File: src/rtl/mux_out_buf.sv
// Output flit buffer behind the 2:1 router mux: framing check on write, DEPTH-entry FIFO
// toward the link, and delivered packet/flit counters for activity correlation.
module mux_out_buf #(
  parameter int DATAW = 66,
  parameter int VCHW  = 2,
  parameter int DEPTH = 4,
  parameter int CNTW  = 16
) (
  input  logic             clk,
  input  logic             rst_,
  input  logic [DATAW-1:0] idata,
  input  logic             ivalid,
  input  logic [VCHW-1:0]  ivch,
  output logic             iready,
  output logic [DATAW-1:0] odata,
  output logic             ovalid,
  output logic [VCHW-1:0]  ovch,
  input  logic             oready,
  output logic [CNTW-1:0]  pkt_cnt,
  output logic [CNTW-1:0]  flit_cnt,
  output logic             err
);

  localparam int AW = $clog2(DEPTH);
  localparam logic [AW:0] FULL = (AW+1)'(DEPTH);

  localparam logic [1:0] NONE = 2'b00;
  localparam logic [1:0] HEAD = 2'b01;
  localparam logic [1:0] DATA = 2'b10;
  localparam logic [1:0] TAIL = 2'b11;

  typedef enum logic {IDLE, BODY} state_t;

  state_t           state, state_nxt;
  logic [AW-1:0]    wr_ptr, rd_ptr;
  logic [AW:0]      occ;
  logic [DATAW-1:0] data_mem [DEPTH];
  logic [VCHW-1:0]  vch_mem  [DEPTH];

  logic       push, pop, err_set;
  logic [1:0] in_type;

  assign in_type = idata[DATAW-1 -: 2];
  assign iready  = (occ != FULL);
  assign ovalid  = (occ != '0);
  assign pop     = ovalid && oready;

  // Empty entries are masked so the link sees zeros while nothing is queued.
  assign odata = ovalid ? data_mem[rd_ptr] : '0;
  assign ovch  = ovalid ? vch_mem[rd_ptr]  : '0;

  always_comb begin
    push      = 1'b0;
    err_set   = 1'b0;
    state_nxt = state;
    if (ivalid && iready) begin
      case (state)
        IDLE: begin
          case (in_type)
            HEAD: begin
              push      = 1'b1;
              state_nxt = BODY;
            end
            DATA, TAIL: err_set = 1'b1;
            default: ;
          endcase
        end
        BODY: begin
          case (in_type)
            DATA: push = 1'b1;
            TAIL: begin
              push      = 1'b1;
              state_nxt = IDLE;
            end
            HEAD: begin
              push    = 1'b1;
              err_set = 1'b1;
            end
            default: ;
          endcase
        end
        default: state_nxt = IDLE;
      endcase
    end
  end

  always_ff @(posedge clk or negedge rst_) begin
    if (!rst_) begin
      state    <= IDLE;
      wr_ptr   <= '0;
      rd_ptr   <= '0;
      occ      <= '0;
      pkt_cnt  <= '0;
      flit_cnt <= '0;
      err      <= 1'b0;
    end else begin
      state <= state_nxt;
      if (push) wr_ptr <= wr_ptr + AW'(1);
      if (pop)  rd_ptr <= rd_ptr + AW'(1);
      case ({push, pop})
        2'b10:   occ <= occ + (AW+1)'(1);
        2'b01:   occ <= occ - (AW+1)'(1);
        default: occ <= occ;
      endcase
      if (pop) begin
        flit_cnt <= flit_cnt + CNTW'(1);
        if (odata[DATAW-1 -: 2] == TAIL) pkt_cnt <= pkt_cnt + CNTW'(1);
      end
      if (err_set) err <= 1'b1;
    end
  end

  // Storage is datapath only; the occupancy count guards every read.
  always_ff @(posedge clk) begin
    if (push) begin
      data_mem[wr_ptr] <= idata;
      vch_mem[wr_ptr]  <= ivch;
    end
  end

endmodule

File: config.mk
export PLATFORM = sky130hd
export DESIGN_NAME = mux_out_buf
export DESIGN_NICKNAME = d
export VERILOG_FILES = /design/src/rtl/mux_out_buf.sv
export SDC_FILE = /design/constraint.sdc
export NUM_CORES = 1
export LEC_CHECK = 0
export ABC_AREA = 1
export CORE_AREA = 2 2 183 185
export CTS_CLUSTER_SIZE = 25
export DETAILED_ROUTE_END_ITERATION = 10
export DIE_AREA = 0 0 185 187
export PLACE_DENSITY = 0.66
export SYNTH_ARGS = -nofsm -noshare
export SYNTH_HDL_FRONTEND = slang
export SYNTH_SLANG_ARGS = --single-unit
File: constraint.sdc
create_clock -name clk -period 4.7 [get_ports clk]
set_clock_uncertainty 0.05 [all_clocks]
set_input_delay 0.94 -clock clk [delete_from_list [all_inputs] [get_ports clk]]
set_output_delay 0.94 -clock clk [all_outputs]
set_load 0.01 [all_outputs]
==> results.cfg <==
[run_status]
status = finished, final reports clean

[timing]
fmax_ghz = 0.2716
finalHoldViolations = 0
fin_tns_setup_ns = 0
drv_slew = 0
tightest_slew_ns = 0.9343
min_period_ns = 3.682
rsz0062_at_grt = no
min_period_over_period_pct = 78.34
slew_headroom_pct = 37.71
setup_viol_count_final = 0

[worst_hold_path]
whs_path_depth = 1
min_path_type = reg2reg

[pwr]
combPwrFrac_pct = 38.8
clkPwrFrac_pct = 26.3
p_per_area_nw_per_um2 = 611.2
p_sw_mw = 3.359
seq_power_share_pct = 34.9
total_power_mw = 9.923
p_int_mw = 6.564
p_leak_nw = 5.754
power.share.switching_pct = 33.85
ir_drop_v = 0.0003806

[yosys]
postSynthCellCount = 1128
yosysTopAreaCell = edfxtp_1
syn_avg_cell_area_um2 = 11.44
synth_top_area_share_pct = 63.28
synth_most_common_cell = nor2_1
ys_top_cells_by_area = edfxtp_1 (63%), nor2_1 (8.9%), dfrtp_1 (7.9%)
ys_types = 28
syn_area_um2 = 12910
yosysWarnings = 0
synthArstFlopShare_pct = 13.10
ys_ff_latch = 313
synth_edf_count = 272
synthTopCellsByCount = nor2_1 (306), edfxtp_1 (272), nand2_1 (114), o21ai_0 (71)
synth_fp_nets = 1208
yosysSeqAreaShare_pct = 71.23
synth_flop_cell = edfxtp_1

[final_layout]
syn_to_final_growth_pct = 25.78
layout-drive-gt1-share_pct = 6.596
antenna_cells = 0
fin_nets = 1375

[drt]
antenna_left = 0
drcViolationCount = 0
dr.pass1.iters = 5
drtIter0Drc = 538
vias = 8678
post_drt_via_cell_ratio = 4.911
wl_per_cell_um = 16.31
drt-total-wl_um = 28820

[floorplan]
initial_core_util_pct = 39.28
top_level_ports = 175
die_height_um = 187
rows = 67
coreArea_um2 = 32860
die_w_um = 185
die_area_um2 = 34600

[setup_path]
reg2reg_depth = 11
worst_path_max_delay_cell = clkdlybuf4s50_1
crit_fanout = 137
max_stage_delay_ns = 0.60
path_common_cell = nor2_1
critPathKind = reg2out
crit_chain = buf_12 > nor2_1 > nor2_1 > o21ai_0 > a21oi_1 > clkdlybuf4s50_1
cp-start-kind = flop
endpoint_kind = output pin
critPathRequiredTime_ns = 3.71
crit_arrival_ns = 2.69

[place]
place.gp.congestion = 0.8235
port_buffers = 174
place_hpwl_um = 16350

[grt]
grt_pass1_wl_um = 45700
grt_pass1_vias = 8578
gr-total-overflow = 0
antenna_found_initial = 2
gr-usage-met3_pct = 3.738
globalRouteMet2Util_pct = 28.49
grtUsageTotal_pct = 16.73
use_met1_pct = 21.54
grt_max_degree = 138
busiest_layer = met2

[clock_tree]
clk_path_buf_depth = 3
cts_resized = 0
cts_tree = built
clockRootBuffer = clkbuf_16
cts_hold_buf = 0
clk_pin_slew_ns = 0.05
htreeDepth = 2
clock_latency_ns = 0.50
postCtsSetupBuffers = 0
cts_buffers = 35
clock_sinks = 313

[flow_run]
cap_violations = 0
cell usage in the layout, fill, tap and decap left out, types with 7 or more instances in the layout:
cell type | netlist | routed
xnor2_1 | 7 | 7
dfrtp_1 | 41 | 39
nand4_1 | 7 | 7
buf_4 | 9 | 7
clkdlybuf4s50_1 | 0 | 173
xor2_1 | 13 | 13
clkinv_2 | 0 | 8
o21ai_1 | 69 | 69
nand3_1 | 34 | 34
nor2_1 | 306 | 302
o21ai_0 | 71 | 71
edfxtp_1 | 272 | 272
ha_1 | 7 | 7
clkbuf_16 | 0 | 36
a21oi_1 | 69 | 69
inv_1 | 43 | 42
buf_12 | 0 | 7
nand2_1 | 114 | 114
worst paths after layout:
| check | slack, ns | endpoint | from |
|---|---|---|---|
| worst max-delay path | 1.02 | odata[50] | rd_ptr[0] |
| worst min-delay path | 0.45 | err | err |
| worst max register to register | 2.28 | occ[2] | occ[0] |
| worst min register to register | 0.45 | err | err |
| max in group asynchronous | 3.38 | rd_ptr[0] | rst_ |
| min in group asynchronous | 0.52 | flit_cnt[13] | rst_ |
layer usage:
layer  part of all wire, %  vias up
met5                 0.094        -
met4                   2.0        4
met3                   6.2       39
met2                    49      230
met1                    43     4191
li1                      -     4214
power groups by stage:
| stage | combinational [mW] | clock [mW] | sequential [mW] |
|---|---|---|---|
| 2_1_floorplan | 2.13 | 0 | 3.53 |
| 3_5_place_dp | 3.90 | 0 | 3.52 |
| 3_3_place_gp | 3.87 | 0 | 3.51 |
| 4_1_cts | 3.93 | 2.68 | 3.46 |
| 5_1_grt | 4.26 | 2.79 | 3.49 |
| 6_report | 3.85 | 2.61 | 3.46 |
cell families after synthesis:
group | count (synthesis) | share of synthesized area [%]
XOR/XNOR | 20 | 1.357
buffers and inverters | 105 | 3.771
flip-flops | 313 | 71.23
AND/OR/NAND/NOR | 471 | 14.59
adder cells (fa/ha/maj) | 8 | 0.8336
AO/OA/AOI/OAI | 211 | 8.220
area by class of cell:
type | count | area, um^2
fill | 2911 | 16630
sequential | 313 | 9199
multi-input combinational | 710 | 3257
timing repair buffer | 188 | 1929
clock buffer | 41 | 919.6
tap | 448 | 560.5
clock inverter | 20 | 190.2
inverter | 47 | 178.9
worst max-delay path: cells and delay by family, from the launching register on:
family | cells | cell delay [ns]
buffers and inverters | 2 | 1.03
DFF | 1 | 0.44
AOI/OAI and AO/OA | 2 | 0.38
and+or+nand+nor | 2 | 0.21
registers in the layout (all words and copies together) (netlist names), named ones only:
register,count
data_mem,264
err,1
flit_cnt,16
occ,3
pkt_cnt,16
rd_ptr,2
vch_mem,8
wr_ptr,2
stage by stage:
step	instances	cell area, um^2	setup slack, ns	hold WS, ns	utilization [%]
floorplan	1128	12910	0.006041	0.4356	-
global placement	1706	15120	1.303	0.4443	46.03
detailed placement	1706	15120	1.309	0.4323	46.03
CTS	1767	16230	0.9873	0.4542	49.40
global route	1767	16230	0.8927	0.4663	49.40
finish	1767	16230	1.018	0.4453	49.40
No activity file was read; power rests on OpenSTA's default activity.
